File: src/rtl/fwd_scoreboard.sv
// ID-stage forwarding and hazard unit. It tracks in-flight register writes across the post-ID
// stages, selects the youngest producer for each source operand and stalls until that result is ready.
module fwd_scoreboard #(
    parameter int unsigned NUM_STAGES = 4,
    parameter int unsigned NUM_SRC    = 2,
    parameter int unsigned LAT_W      = 3,
    parameter int unsigned SEL_W      = $clog2(NUM_STAGES + 1)
) (
    input  logic                     clk,
    input  logic                     resetn,
    input  logic                     id_valid,
    input  logic                     id_wr_en,
    input  logic [4:0]               id_dst,
    input  logic [LAT_W-1:0]         id_lat,
    input  logic [NUM_SRC*5-1:0]     id_src,
    input  logic                     pipe_adv,
    input  logic                     flush,
    output logic [NUM_SRC*SEL_W-1:0] fwd_sel,
    output logic                     hazard_stall,
    output logic                     id_fire
);

    logic             vld_q [NUM_STAGES];
    logic             vld_d [NUM_STAGES];
    logic [4:0]       dst_q [NUM_STAGES];
    logic [4:0]       dst_d [NUM_STAGES];
    logic [LAT_W-1:0] cnt_q [NUM_STAGES];
    logic [LAT_W-1:0] cnt_d [NUM_STAGES];
    logic [LAT_W-1:0] cnt_dec [NUM_STAGES];

    // Low for the first cycle after reset release; keeps all outputs quiet that cycle.
    logic live_q;
    logic out_en;

    logic [SEL_W-1:0] sel_raw [NUM_SRC];
    logic [NUM_SRC-1:0] need_wait;
    logic stall_raw;

    assign out_en = resetn & live_q;

    // Youngest match wins: scan from oldest to youngest so the last hit is the lowest stage.
    always_comb begin
        logic [4:0] src;
        src = '0;
        for (int i = 0; i < int'(NUM_SRC); i++) begin
            src          = id_src[i*5 +: 5];
            sel_raw[i]   = '0;
            need_wait[i] = 1'b0;
            for (int s = int'(NUM_STAGES) - 1; s >= 0; s--) begin
                if (vld_q[s] && (dst_q[s] == src) && (src != 5'd0)) begin
                    sel_raw[i]   = SEL_W'(s + 1);
                    need_wait[i] = (cnt_q[s] != '0);
                end
            end
        end
    end

    assign stall_raw = id_valid & (|need_wait);

    always_comb begin
        fwd_sel = '0;
        for (int i = 0; i < int'(NUM_SRC); i++) begin
            fwd_sel[i*SEL_W +: SEL_W] = out_en ? sel_raw[i] : '0;
        end
    end

    assign hazard_stall = out_en & stall_raw;
    assign id_fire      = out_en & id_valid & pipe_adv & ~stall_raw & ~flush;

    // Countdown runs every cycle, independent of pipe_adv.
    always_comb begin
        for (int s = 0; s < int'(NUM_STAGES); s++) begin
            cnt_dec[s] = (cnt_q[s] != '0) ? cnt_q[s] - LAT_W'(1) : '0;
        end
    end

    always_comb begin
        for (int s = 0; s < int'(NUM_STAGES); s++) begin
            vld_d[s] = vld_q[s];
            dst_d[s] = dst_q[s];
            cnt_d[s] = cnt_dec[s];
        end
        if (flush) begin
            for (int s = 0; s < int'(NUM_STAGES); s++) begin
                vld_d[s] = 1'b0;
            end
        end else if (pipe_adv) begin
            for (int s = int'(NUM_STAGES) - 1; s >= 1; s--) begin
                vld_d[s] = vld_q[s-1];
                dst_d[s] = dst_q[s-1];
                cnt_d[s] = cnt_dec[s-1];
            end
            vld_d[0] = id_fire & id_wr_en & (id_dst != 5'd0);
            dst_d[0] = id_dst;
            cnt_d[0] = id_lat;
        end
    end

    always_ff @(posedge clk) begin
        if (!resetn) begin
            live_q <= 1'b0;
            for (int s = 0; s < int'(NUM_STAGES); s++) begin
                vld_q[s] <= 1'b0;
                dst_q[s] <= '0;
                cnt_q[s] <= '0;
            end
        end else begin
            live_q <= 1'b1;
            for (int s = 0; s < int'(NUM_STAGES); s++) begin
                vld_q[s] <= vld_d[s];
                dst_q[s] <= dst_d[s];
                cnt_q[s] <= cnt_d[s];
            end
        end
    end

    // An entry leaving the last stage must already be ready; otherwise id_lat broke its contract.
    logic retire_err;
    assign retire_err = vld_q[NUM_STAGES-1] & (cnt_q[NUM_STAGES-1] != '0) & pipe_adv & ~flush;

    a_retire_ready: assert property (@(posedge clk) disable iff (!resetn) !retire_err);

endmodule

File: config.mk
export PLATFORM = sky130hd
export DESIGN_NAME = fwd_scoreboard
export DESIGN_NICKNAME = d
export VERILOG_FILES = /design/src/rtl/fwd_scoreboard.sv
export SDC_FILE = /design/constraint.sdc
export NUM_CORES = 1
export LEC_CHECK = 0
export BUFFER_PORTS_ARGS = -buffer_cell sky130_fd_sc_hd__buf_4
export CORE_ASPECT_RATIO = 0.75
export CORE_UTILIZATION = 52
export DETAILED_ROUTE_END_ITERATION = 16
export GPL_TIMING_DRIVEN = 0
export PLACE_DENSITY = 0.79
export SETUP_SLACK_MARGIN = 0.02
export SYNTH_ARGS = -nofsm -noshare
export SYNTH_HDL_FRONTEND = slang
export SYNTH_SLANG_ARGS = --single-unit
File: constraint.sdc
create_clock -name clk -period 1.7 [get_ports clk]
set_input_delay 0.085 -clock clk [delete_from_list [all_inputs] [get_ports clk]]
set_output_delay 0.085 -clock clk [all_outputs]
set_load 0.1 [all_outputs]
==> flow_summary.json <==
{
  "seq_area_um2": 802,
  "syn-instance-count": 288,
  "switching_power_uw": 541,
  "reg2reg_depth": 9,
  "drc": 0,
  "die_area_um2": 4710,
  "final_hold_viol_count": 0,
  "stdcell_count": 396,
  "critPathBufInv": 2,
  "max_freq_mhz": 444,
  "cpPeakStageDelay_ns": 0.33,
  "timing.slew.headroom_pct": 62.4,
  "ant_nets": 0,
  "min_period_over_period_pct": 132,
  "n_fill_cell": 259,
  "wl_mm": 6.36,
  "crit_path_max_fanout": 2,
  "grt_max_degree": 12,
  "worst_slew_pin_slew_ns": 0.559,
  "maxCapViolations": 0,
  "p_per_area_nw_per_um2": 610,
  "netlist_area_um2": 2310,
  "rsz0062_at_grt": "true",
  "arrival_ns": 2.17,
  "drtPass1Iterations": 5,
  "min_period_ns": 2.25,
  "worst_hold_path_type": "input port to flip-flop",
  "cts-buffers-inserted": 5,
  "layout_setup_ws_ns": -0.550,
  "grt_overflow": 0,
  "critPathLaunchType": "flip-flop",
  "setup_viol": 9,
  "power_frac_seq_pct": 45.7,
  "min_path_cells": 2,
  "synth.avg_cell_area_um2": 8.01,
  "gp_congestion": 0.928,
  "crit_chain": "or2_4 -> inv_4 -> ha_4 -> nor2b_2 -> and4b_1 -> a311oi_2 -> nor2_1 -> o311a_4 -> buf_12",
  "multi_input_area_um2": 1710,
  "power_frac_comb_pct": 17.7,
  "fin_nets": 370,
  "ys_top_cells_by_count": "59 x nand2_1, 34 x dfxtp_1, 25 x a21boi_0, 23 x xnor2_1",
  "cts.sinks": 37,
  "die_x_um": 78.9,
  "dp.final_hpwl_mm": 4.25,
  "avgRoutedWirePerCell_um": 16.1,
  "rrSetupSlack_ns": -0.34,
  "swShare_pct": 26.8,
  "drive_gt1_share_pct": 35.2,
  "diodes": 0,
  "cts_root_buffer": "clkbuf_8",
  "clock_latency_ns": 0.30,
  "via_per_inst": 5.48,
  "tritoncts": "built",
  "timing.rr.start": "dst_q[1][4]",
  "synth_top_area_share_pct": 29.5,
  "cp.required_ns": 1.62,
  "fin_skew_ns": 0.00343,
  "yosysMostFrequentCell": "nand2_1",
  "place_inst": 364,
  "p_clk_share_pct": 36.6,
  "portBuffers": 21,
  "maxSlewViolCount": 0,
  "grt_pass1_wl_mm": 10.0,
  "p_total_mw": 2.02,
  "antenna_found_initial": 0,
  "syn2layout_area_growth_pct": 43.5,
  "tns_ns": -3.29,
  "status": "finished with violations",
  "rows": 20,
  "holdWs_ns": 0.0270,
  "yosys.area.top_type": "dfxtp_1",
  "vias": 2172,
  "vdd_drop_max_v": 0.000482,
  "start_util_pct": 55.5,
  "cts_max_path_buffers": 2,
  "synth_area_leaders": "dfxtp_1 30%, nand2_1 9.6%, xnor2_1 8.7%",
  "endpoint_kind": "primary output",
  "htreeDepth": 2,
  "synth-edff-count": 3,
  "io_pins": 32,
  "clkTransAtPathRegs_ns": 0.07,
  "grt_pass1_vias": 2085,
  "cp_top_family": "simple AND/OR/NAND/NOR gates",
  "seq_area_frac_synth_pct": 33.4,
  "synthArstFlopShare_pct": 0,
  "yosys_warnings": 0,
  "whs_endpoint": "cnt_q[0][1]",
  "p_leak_nw": 1.27,
  "critPathSlowestCell": "o311a_4",
  "ys.flop_type": "dfxtp_1",
  "path_class": "flip-flop to primary output",
  "die_y_um": 59.7,
  "violations": "setup timing",
  "syn_nets": 318,
  "ys_seq_elements": 37,
  "r2r-end": "vld_q[0]",
  "min_from": "id_lat[1]",
  "core_um2": 4150,
  "grt_use_total_pct": 29.2,
  "post_synth_num_cell_types": 40,
  "drt_first_iter_violations": 153,
  "p_int_mw": 1.48
}
flip-flops by register name (all words and copies together) (netlist names):
name and flops:
cnt_q 12, vld_q 4, dst_q 20, live_q 1
final cells by class:
cell class | instances | area share (%)
Multi-Input combinational cell | 220 | 51.8
Sequential cell | 37 | 24.2
Tap cell | 55 | 2.08
Clock buffer | 8 | 3.36
Inverter | 10 | 1.28
Timing Repair Buffer | 45 | 13.6
Buffer | 21 | 3.67
stage by stage:
stage	util (%)	setup WS (ns)	area, um^2
after floorplan	-	-0.618	2440
after global placement	64.2	-0.540	2670
after detailed placement	64.2	-0.568	2670
after CTS	76.0	-0.606	3160
after global routing	79.7	-0.653	3310
final	79.7	-0.550	3310
cell usage in the layout, fill, tap and decap left out, types with 3 or more instances in the layout:
master	n
buf_4	33
inv_1	7
nor3_2	3
o21a_1	3
dfxtp_4	6
nand2_1	59
buf_2	4
a21oi_1	4
xnor2_1	16
and2_1	3
nor2_1	8
and3_1	6
nand4_1	5
dfxtp_1	21
xor2_1	15
buf_6	4
buf_12	8
clkbuf_1	14
a21boi_0	24
xnor2_2	7
nor3_1	7
nand3_1	4
nor2_4	7
dfxtp_2	7
nor4_4	6
edfxtp_1	3
clkbuf_8	6
ha_1	5
worst reg2reg max path, cell delays in order, from the launching register on:
cell and delay [ns]:
dfxtp_4 0.37, xnor2_2 0.14, nand4_1 0.16, nor4_4 0.35, buf_4 0.18, a211oi_4 0.04, a211oi_4 0.22, buf_4 0.18
buf_4 0.11, nor4_4 0.04
repair_timing:
| action | CTS | global route |
|---|---|---|
| setup buffers | 15 | 8 |
| setup endpoints to repair | 9 | 9 |
| hold buffers | 2 | 0 |
| endpoints found under the hold margin | 2 | 0 |
| gates resized for setup | 65 | 19 |
| pin swaps | 26 | 18 |
metal layers:
metal | share of wire [%] | track usage (%) | wire, um | up-vias
li1 | - | - | - | 1058
met1 | 45 | 37.3 | 2850 | 1030
met2 | 48 | 48.0 | 3060 | 75
met3 | 5.9 | 7.63 | 376 | 9
met4 | 1.3 | 11.2 | 81 | 0
met5 | 0 | 0 | 0 | -
power groups by stage:
| stage | Clock (mW) | Sequential (mW) | Combinational (mW) |
|---|---|---|---|
| finish | 0.739 | 0.924 | 0.358 |
| global route | 0.792 | 0.926 | 0.386 |
| CTS | 0.742 | 0.925 | 0.334 |
| detailed placement | 0 | 0.946 | 0.291 |
| global placement | 0 | 0.945 | 0.284 |
| floorplan | 0 | 0.939 | 0.212 |
cell families (layout without fill, tap and decap cells):
kind of cell               Yosys count  count (layout)  share of synthesized area, %
xor gates and xnor gates            39              39                          14.8
DFF                                 37              37                          33.4
buffers and inverters               31              84                          6.02
muxes                                1               1                         0.434
AOI/OAI and AO/OA                   42              42                          14.0
and+or+nand+nor                    132             132                          28.0
adders and majority gates            6               6                          3.25
worst max-delay path by stage:
stage,startpoint,to,cells past startpoint
6_report,cnt_q[2][1],hazard_stall,9
5_1_grt,dst_q[1][3],hazard_stall,8
4_1_cts,cnt_q[2][1],hazard_stall,9
3_5_place_dp,dst_q[1][4],hazard_stall,7
3_3_place_gp,id_src[8],hazard_stall,8
2_1_floorplan,id_src[8],id_fire,7
No activity file was read; power rests on OpenSTA's default activity.
